$ cat src/rtl/contador_temporizador_bcd.sv
// Two-digit BCD countdown timer (00..39) with an IDLE/RUN/PAUSE/DONE FSM.
// Drives the state code and the digit values shown by the 7-segment decoder bank.
module contador_temporizador_bcd #(
    parameter int unsigned TICK_DIV = 4,
    parameter int unsigned PRESC_W  = 2
) (
    input  logic       clk,
    input  logic       rst_n,
    input  logic       clear,
    input  logic       load,
    input  logic [1:0] dez_ld,
    input  logic [3:0] unid_ld,
    input  logic       start,
    input  logic       pause,
    output logic [1:0] estado_out,
    output logic [1:0] dez_out,
    output logic [3:0] unid_out,
    output logic       done
);

    localparam int unsigned DEZ_W  = 2;
    localparam int unsigned UNID_W = 4;
    localparam logic [PRESC_W-1:0] PRESC_LAST = PRESC_W'(TICK_DIV - 1);
    localparam logic [UNID_W-1:0]  UNID_MAX   = UNID_W'(9);

    typedef enum logic [1:0] {
        ST_IDLE  = 2'b00,
        ST_RUN   = 2'b01,
        ST_PAUSE = 2'b10,
        ST_DONE  = 2'b11
    } state_t;

    state_t              r_state;
    logic [DEZ_W-1:0]    r_dez;
    logic [UNID_W-1:0]   r_unid;
    logic [PRESC_W-1:0]  r_presc;
    logic                r_done;

    state_t              w_state_nxt;
    logic [DEZ_W-1:0]    w_dez_nxt;
    logic [UNID_W-1:0]   w_unid_nxt;
    logic [PRESC_W-1:0]  w_presc_nxt;
    logic                w_done_nxt;

    logic [UNID_W-1:0]   w_unid_clamp;
    logic [DEZ_W-1:0]    w_dez_dec;
    logic [UNID_W-1:0]   w_unid_dec;
    logic                w_count_zero;
    logic                w_dec_zero;

    // Preset clamp, zero detect and one-step BCD decrement of the current count
    always_comb begin
        w_unid_clamp = (unid_ld > UNID_MAX) ? UNID_MAX : unid_ld;
        w_count_zero = (r_dez == '0) && (r_unid == '0);
        w_dez_dec    = r_dez;
        w_unid_dec   = r_unid;
        if (r_unid != '0) begin
            w_unid_dec = r_unid - UNID_W'(1);
        end else if (r_dez != '0) begin
            w_unid_dec = UNID_MAX;
            w_dez_dec  = r_dez - DEZ_W'(1);
        end
        w_dec_zero = (w_dez_dec == '0) && (w_unid_dec == '0);
    end

    // State register and datapath registers
    always_ff @(posedge clk or negedge rst_n) begin
        if (!rst_n) begin
            r_state <= ST_IDLE;
            r_dez   <= '0;
            r_unid  <= '0;
            r_presc <= '0;
            r_done  <= 1'b0;
        end else begin
            r_state <= w_state_nxt;
            r_dez   <= w_dez_nxt;
            r_unid  <= w_unid_nxt;
            r_presc <= w_presc_nxt;
            r_done  <= w_done_nxt;
        end
    end

    // Next-state logic; control priority is clear > load > pause > start
    always_comb begin
        w_state_nxt = r_state;
        w_dez_nxt   = r_dez;
        w_unid_nxt  = r_unid;
        w_presc_nxt = r_presc;
        w_done_nxt  = 1'b0;

        if (clear) begin
            w_state_nxt = ST_IDLE;
            w_dez_nxt   = '0;
            w_unid_nxt  = '0;
            w_presc_nxt = '0;
        end else begin
            unique case (r_state)
                ST_IDLE: begin
                    if (load) begin
                        w_dez_nxt  = dez_ld;
                        w_unid_nxt = w_unid_clamp;
                    end else if (!pause && start && !w_count_zero) begin
                        w_state_nxt = ST_RUN;
                        w_presc_nxt = '0;
                    end
                end
                ST_RUN: begin
                    // Pause freezes the prescaler, even on a wrap cycle
                    if (pause) begin
                        w_state_nxt = ST_PAUSE;
                    end else if (r_presc == PRESC_LAST) begin
                        w_presc_nxt = '0;
                        w_dez_nxt   = w_dez_dec;
                        w_unid_nxt  = w_unid_dec;
                        if (w_dec_zero) begin
                            w_state_nxt = ST_DONE;
                            w_done_nxt  = 1'b1;
                        end
                    end else begin
                        w_presc_nxt = r_presc + PRESC_W'(1);
                    end
                end
                ST_PAUSE: begin
                    // Resume keeps the partial prescaler count
                    if (!pause && start) begin
                        w_state_nxt = ST_RUN;
                    end
                end
                ST_DONE: begin
                    if (load) begin
                        w_state_nxt = ST_IDLE;
                        w_dez_nxt   = dez_ld;
                        w_unid_nxt  = w_unid_clamp;
                    end
                end
                default: begin
                    w_state_nxt = ST_IDLE;
                end
            endcase
        end
    end

    assign estado_out = r_state;
    assign dez_out    = r_dez;
    assign unid_out   = r_unid;
    assign done       = r_done;

endmodule

$ cat config.mk
export PLATFORM = sky130hd
export DESIGN_NAME = contador_temporizador_bcd
export DESIGN_NICKNAME = d
export VERILOG_FILES = /design/src/rtl/contador_temporizador_bcd.sv
export SDC_FILE = /design/constraint.sdc
export NUM_CORES = 1
export LEC_CHECK = 0
export BUFFER_PORTS_ARGS = -buffer_cell sky130_fd_sc_hd__buf_4
export CORE_MARGIN = 2
export CORE_UTILIZATION = 45
export CTS_CLUSTER_DIAMETER = 80
export CTS_CLUSTER_SIZE = 14
export DETAILED_ROUTE_END_ITERATION = 12
export PLACE_DENSITY = 0.81
export SLEW_MARGIN = 20
export SYNTH_ARGS = -nofsm -noshare
export SYNTH_HDL_FRONTEND = slang
export SYNTH_SLANG_ARGS = --single-unit
$ cat constraint.sdc
create_clock -name clk -period 2.3 [get_ports clk]
set_input_delay 0.23 -clock clk [delete_from_list [all_inputs] [get_ports clk]]
set_output_delay 0.23 -clock clk [all_outputs]
set_load 0.05 [all_outputs]
==> impl_summary.txt, run 1 <==
----------------------------------------------------
[Clock network]
  Max clock buf depth ... 2
  Buffers inserted by post-CTS timing repair ... 0
  Clock latency at the later pin of the worst-skew pair ... 0.27 ns
  Level count of the clock H-tree ... 1
  Sinks on Clock Net ... 11
  Clock tree from TritonCTS ... built
  Cells resized by post-CTS repair ... 0
  Clock transition at path regs ... 0.07 ns
  Cell at the root of the clock tree ... clkbuf_4
  CTS Hold Bufs ... 1
  CTS Buf Count ... 3

[Global route]
  Antenna violations before repair ... 0
  First-pass GRT wire length ... 3470 µm
  Residual overflow from global routing ... 0
  Pin count of the biggest net entering global routing ... 13
  Total global-route track usage ... 18.6%
  Via count of the first global-routing pass ... 804

[Critical path]
  Worst reg-to-reg path cell count ... 7
  CP startpoint kind ... register
  Cells along the critical path ... inv_1, ha_1, or3b_2, nor3_2, o21ai_1, a21oi_2, mux2_1
  Kind of critical path ... register to register
  Worst-path fanout max ... 6
  Number of buffer and inverter stages on the critical path ... 1
  RR Startpoint ... unid_out[1]
  Sort of element at the end of the critical path ... register
  Cell depth of the worst setup path ... 7
  Largest stage delay, worst path ... 0.52 ns
  Kind of cell with the highest combined delay on the critical path ... simple AND/OR/NAND/NOR gates
  Required arrival time at the worst endpoint ... 2.45 ns
  Crit path DAT ... 2.30 ns
  Startpoint of the worst setup timing path ... unid_out[1]
  Slowest cell on crit path ... or3b_2

[Layout]
  Final cell count without fillers ... 154
  Diode insertion count for antenna repair ... 0
  Signed area change from the synthesized netlist to the final layout ... 24.2%
  Share of post-route cells with drive strength above 1 ... 29.9%
  # nets final ... 146

[Power and ir drop]
  Pwr/cell area ... 1510 mW/mm²
  Share of total power in the clock network ... 7.7%
  Sequential share of power ... 23.0%
  Total net switching power ... 0.000872 W
  Standby leakage power ... 0.522 nW
  Gate power share ... 69.3%
  VDD IR max ... 772 µV
  Net Sw Frac ... 51.1%
  Internal ... 0.000834 W

[Route]
  DRC viols ... 0
  Via density ... 5.56
  Count of TritonRoute iterations in the first routing pass ... 4
  Count of routing violations after the opening detailed-route iteration ... 30
  Total routed wirelength ... 2090 µm
  Residual antenna-violating net count after detailed routing ... 0
  Number of vias in the routed layout ... 857
  Average wire per cell in the routed design ... 13.6 µm

[Status]
  Result of the run ... completed

[Timing]
  Final Max Tran Viols ... 0
  Summed negative setup slack over all endpoints ... 0 ns
  Worst clock skew ... 0.00578 ns
  Setup repair after global routing missed its margin ... no
  Final setup violation count ... 0
  Maximum clock rate ... 465 MHz
  Number of hold-slack violations in the final timing report ... 0
  Final period util ... 93.5%
  Worst slew margin ... 76.6%
  Worst-case hold slack ... 0.177 ns
  Worst-Margin Slew ... 0.348 ns
  Min cycle time layout ... 2.15 ns

[Logic synthesis]
  Netlist Area Pre-Place ... 908 µm²
  Portion of the post-synthesis area used by sequential elements ... 30.3%
  Cell count after synthesis ... 103
  Warning count from the yosys run ... 0
  Ranking of synthesized cells by instance count ... dfrtp_1 (11), nor2_1 (10), inv_1 (8), nand2_1 (8), o21ai_0 (7)
  Net Count, Synth ... 121
  Yosys top cell area share ... 30.3%
  Cell type with the largest total area after synthesis ... dfrtp_1
  Number of enable flip-flop cells after synthesis ... 0
  Asr flop ratio synth ... 100%
  Total of flip-flops plus latches after synthesis ... 11
  Library cells used by synthesis ... 42
  Leading cell types by total area after synthesis ... dfrtp_1 (30%), ha_1 (8.3%), mux2i_1 (4.4%), nor2_1 (4.1%), o21ai_0 (3.9%)
  Per-instance average area after synthesis ... 8.82 µm²
  Most frequently used flop master after synthesis ... dfrtp_1
  Most numerous cell in the Yosys netlist ... dfrtp_1

[Floorplan]
  Initial standard-cell utilization of the core ... 46.8%
  Horizontal extent of the die ... 48.9 µm
  Std cell rows ... 16
  Core Area ... 0.00194 mm²
  Total die area ... 0.00239 mm²
  Number of I/O pins ... 21
  Die H ... 48.9 µm

[Flow run]
  # Max-Cap Violations ... 0

[Placed design]
  Placed cell count ... 149
  GPL Wtd Cong ... 0.783
  I/O Buffers ... 20
  Total half-perimeter wirelength after legalization and detailed placement ... 1650 µm

[Hold path]
  Type of the tightest min-delay check ... input pin to register
  Worst hold stages ... 2
  Worst Hold Launch ... pause

----------------------------------------------------
[power groups by stage]
stage | Sequential (W) | Clock (W) | Combinational (W)
after floorplan | 0.000560 | 0 | 0.000695
after global placement | 0.000384 | 0 | 0.00115
after detailed placement | 0.000390 | 0 | 0.00118
after CTS | 0.000387 | 0.000136 | 0.00118
after global routing | 0.000408 | 0.000141 | 0.00128
final | 0.000392 | 0.000132 | 0.00118
[logic make-up (layout without fill, tap and decap cells)]
logic type,Yosys count,after routing,synth area share (%)
simple gates,36,36,23.7
compound gates,31,31,24.1
buf+inv,13,37,6.75
flops,11,11,30.3
fa+ha+maj,6,6,8.26
mux,6,6,6.89
[flip-flops by register name, summed over array words and instances, names as in the netlist]
signal and cells:
estado_out 2, unid_out 4, done 1, r_presc 2
dez_out 2
[path summary, 6_finish.rpt]
check,slack (ns),to
min,0.18,done
max in group asynchronous,1.82,unid_out[0]
max,0.15,r_presc[0]
min reg2reg,0.53,r_presc[1]
max reg2reg,0.15,r_presc[0]
min in group asynchronous,0.32,unid_out[3]
[stage by stage]
step / worst slack (ns) / total power (W) / area (µm²) / util (%)
after floorplan: 0.00294 / 0.00125 / 910 / -
after global placement: 0.191 / 0.00154 / 1090 / 56.3
after detailed placement: 0.186 / 0.00157 / 1090 / 56.3
after CTS: 0.170 / 0.00171 / 1130 / 58.1
final: 0.150 / 0.00171 / 1130 / 58.1
after global routing: 0.0842 / 0.00183 / 1130 / 58.1
[per-layer routing]
layer	vias up	GRT usage (%)	share of wire (%)
met2	23	29.7	48
met5	-	0	0
met3	4	1.23	3.9
met1	409	25.0	47
li1	421	-	-
met4	0	10.5	1.1
[layout by cell type (no fill, tap or decap), types with 2 or more instances in the layout]
cell type  instances
a21oi_1            3
a22o_1             3
a31oi_1            2
buf_4             24
clkbuf_4           3
dfrtp_1           10
ha_1               6
inv_1              8
mux2i_1            4
nand2_1            8
nand2b_1           3
nor2_1            10
nor3b_1            3
o21a_1             2
o21ai_0            7
o31ai_1            2
or3b_2             3
[final cells by class]
cell class	count	area [µm²]
inverter	8	30.0
timing repair buffer	25	190
clock buffer	4	26.3
fill	173	813
multi-input combinational	79	572
sequential	11	277
tap	27	33.8
(Power assumes the default switching activity.)
==> inputs of run 2 (changes only) <==
CORE_MARGIN = 3   (was 2)
GPL_TIMING_DRIVEN = 0   (was not set)
==> run 2 against run 1 <==
Routed wire length is 1.7% lower. Power is 0.59% lower. Count of clock-buffer cells in the layout stayed put. Register-to-register slack hardly changed. Sequential power is 4% lower. Sequential cell count stayed put. Global-route usage is 0.28 points higher. Maximum frequency is 0.19% lower. Final area is 0.33% higher. First-iteration DRC count is 77% lower.
==> impl_summary.txt, run 2 (synthesis gave the netlist of run 1 again) <==
----------------------------------------------------
[Layout]
  Share of post-route cells with drive strength above 1 ... 29.1%
  Final cell count without fillers ... 152
  Signed area change from the synthesized netlist to the final layout ... 24.7%
  Commonest cells after routing, fill and taps aside ... buf_4 (20), nor2_1 (10), dfrtp_1 (10)
  Layout fillers ... 160
  Diode insertion count for antenna repair ... 0
  # nets final ... 146
  Most common library cell in the layout ignoring fill and taps ... buf_4
  Number of flip-flops in the largest register ... 4

[Critical path]
  Crit path DAT ... 2.31 ns
  Worst reg-to-reg path cell count ... 7
  CP startpoint kind ... register
  Sort of element at the end of the critical path ... register
  Kind of critical path ... register to register
  Required arrival time at the worst endpoint ... 2.46 ns
  Slowest cell on crit path ... or3b_2
  Cells along the critical path ... inv_1, ha_4, or3b_2, nor3_2, o21ai_1, a21oi_2, mux2_1
  Largest stage delay, worst path ... 0.51 ns
  Worst-path fanout max ... 8

[Floorplan]
  Std cell rows ... 15
  Total die area ... 0.00259 mm²
  Initial standard-cell utilization of the core ... 49.9%
  Number of I/O pins ... 21
  Die H ... 50.9 µm
  Core Area ... 0.00182 mm²
  Horizontal extent of the die ... 50.9 µm

[Route]
  Average wire per cell in the routed design ... 13.5 µm
  Via density ... 5.63
  Count of routing violations after the opening detailed-route iteration ... 7
  Total routed wirelength ... 2050 µm
  Residual antenna-violating net count after detailed routing ... 0
  Count of TritonRoute iterations in the first routing pass ... 3
  DRC viols ... 0
  Number of vias in the routed layout ... 855

[Timing]
  Summed negative setup slack over all endpoints ... 0 ns
  Worst slew margin ... 76.4%
  Final setup violation count ... 0
  Worst-Margin Slew ... 0.350 ns
  Final period util ... 93.7%
  Final Max Tran Viols ... 0
  Setup repair after global routing missed its margin ... no
  Number of hold-slack violations in the final timing report ... 0
  Worst-case hold slack ... 0.170 ns
  Final setup slack of the worst path ... 0.145 ns
  Min cycle time layout ... 2.15 ns
  Maximum clock rate ... 464 MHz
  Worst clock skew ... 0.00230 ns

[Global route]
  Antenna violations before repair ... 0
  First-pass GRT wire length ... 3730 µm
  Total global-route track usage ... 18.9%
  Pin count of the biggest net entering global routing ... 12
  Residual overflow from global routing ... 0
  Via count of the first global-routing pass ... 856

[Power and ir drop]
  VDD IR max ... 777 µV
  Total net switching power ... 0.000866 W
  Sequential share of power ... 22.1%
  Standby leakage power ... 0.516 nW
  Net Sw Frac ... 51.1%
  Pwr/cell area ... 1500 mW/mm²
  Share of total power in the clock network ... 7.9%
  Gate power share ... 70.0%
  Internal ... 0.000830 W

[Clock network]
  Clock tree from TritonCTS ... built
  CTS Buf Count ... 3
  Clock transition at path regs ... 0.07 ns
  Sinks on Clock Net ... 11
  Level count of the clock H-tree ... 1
  Max clock buf depth ... 2
  Clock latency at the later pin of the worst-skew pair ... 0.27 ns
  Cell at the root of the clock tree ... clkbuf_4

[Status]
  Result of the run ... completed

[Placed design]
  Post-placement worst setup slack ... 0.0541 ns
  GPL Wtd Cong ... 0.848
  I/O Buffers ... 19
  Placed cell count ... 147
  Total half-perimeter wirelength after legalization and detailed placement ... 1580 µm

[Hold path]
  Type of the tightest min-delay check ... input pin to register
  Worst hold stages ... 2

[Flow run]
  # Max-Cap Violations ... 0

----------------------------------------------------
-- run 2: layout make-up --
class	instances	area, µm²	area share (%)
multi-input cells	79	584	51.6
flip-flops and latches	11	277	24.4
repair buffers	20	153	13.5
plain buffers	5	31.3	2.76
well taps	25	31.3	2.76
inverters	8	30.0	2.65
clock buffers	4	26.3	2.32
-- run 2: worst max-delay path, delay by kind of cell (launching register included) --
kind                       cells  cell delay, ns
AOI/OAI and AO/OA              2            0.29
adders and majority gates      1            0.18
buffers and inverters          1            0.11
DFF                            1            0.46
muxes                          1            0.33
and+or+nand+nor                2            0.66
-- run 2: path summary, 6_finish.rpt --
kind	startpoint	endpoint	slack, ns
min in group asynchronous	rst_n	unid_out[3]	0.32
max reg2reg	unid_out[0]	r_presc[0]	0.15
max in group asynchronous	rst_n	unid_out[0]	1.82
max	unid_out[0]	r_presc[0]	0.15
min reg2reg	r_presc[0]	r_presc[0]	0.54
min	pause	done	0.17
-- run 2: power by group through the flow --
stage          registers [W]  logic [W]  clock network [W]
2_1_floorplan       0.000560   0.000695                  0
3_3_place_gp        0.000370    0.00113                  0
3_5_place_dp        0.000377    0.00116                  0
4_1_cts             0.000374    0.00116           0.000136
5_1_grt             0.000393    0.00131           0.000146
6_report            0.000375    0.00119           0.000134
-- run 2: repair_timing --
| action | in CTS | in global routing |
|---|---|---|
| gates resized for setup | 0 | 2 |
| hold endpoints to repair | 11 | 0 |
| setup buffers | 0 | 0 |
| setup endpoints to repair | 0 | 1 |
| hold buffers | 1 | 0 |
-- run 2: routing by layer --
layer,vias up,global-route usage (%),share of wire (%)
met2,19,32.2,48
met4,0,4.93,0.97
met5,-,0,0
met1,415,22.6,46
met3,5,6.12,4.4
li1,416,-,-
-- run 2: through the flow --
step | total power, W | cell area [µm²] | util, %
after floorplan | 0.00125 | 910 | -
after global placement | 0.00150 | 1080 | 59.5
after detailed placement | 0.00154 | 1080 | 59.5
after CTS | 0.00167 | 1120 | 61.5
after global routing | 0.00185 | 1130 | 62.2
final | 0.00170 | 1130 | 62.2
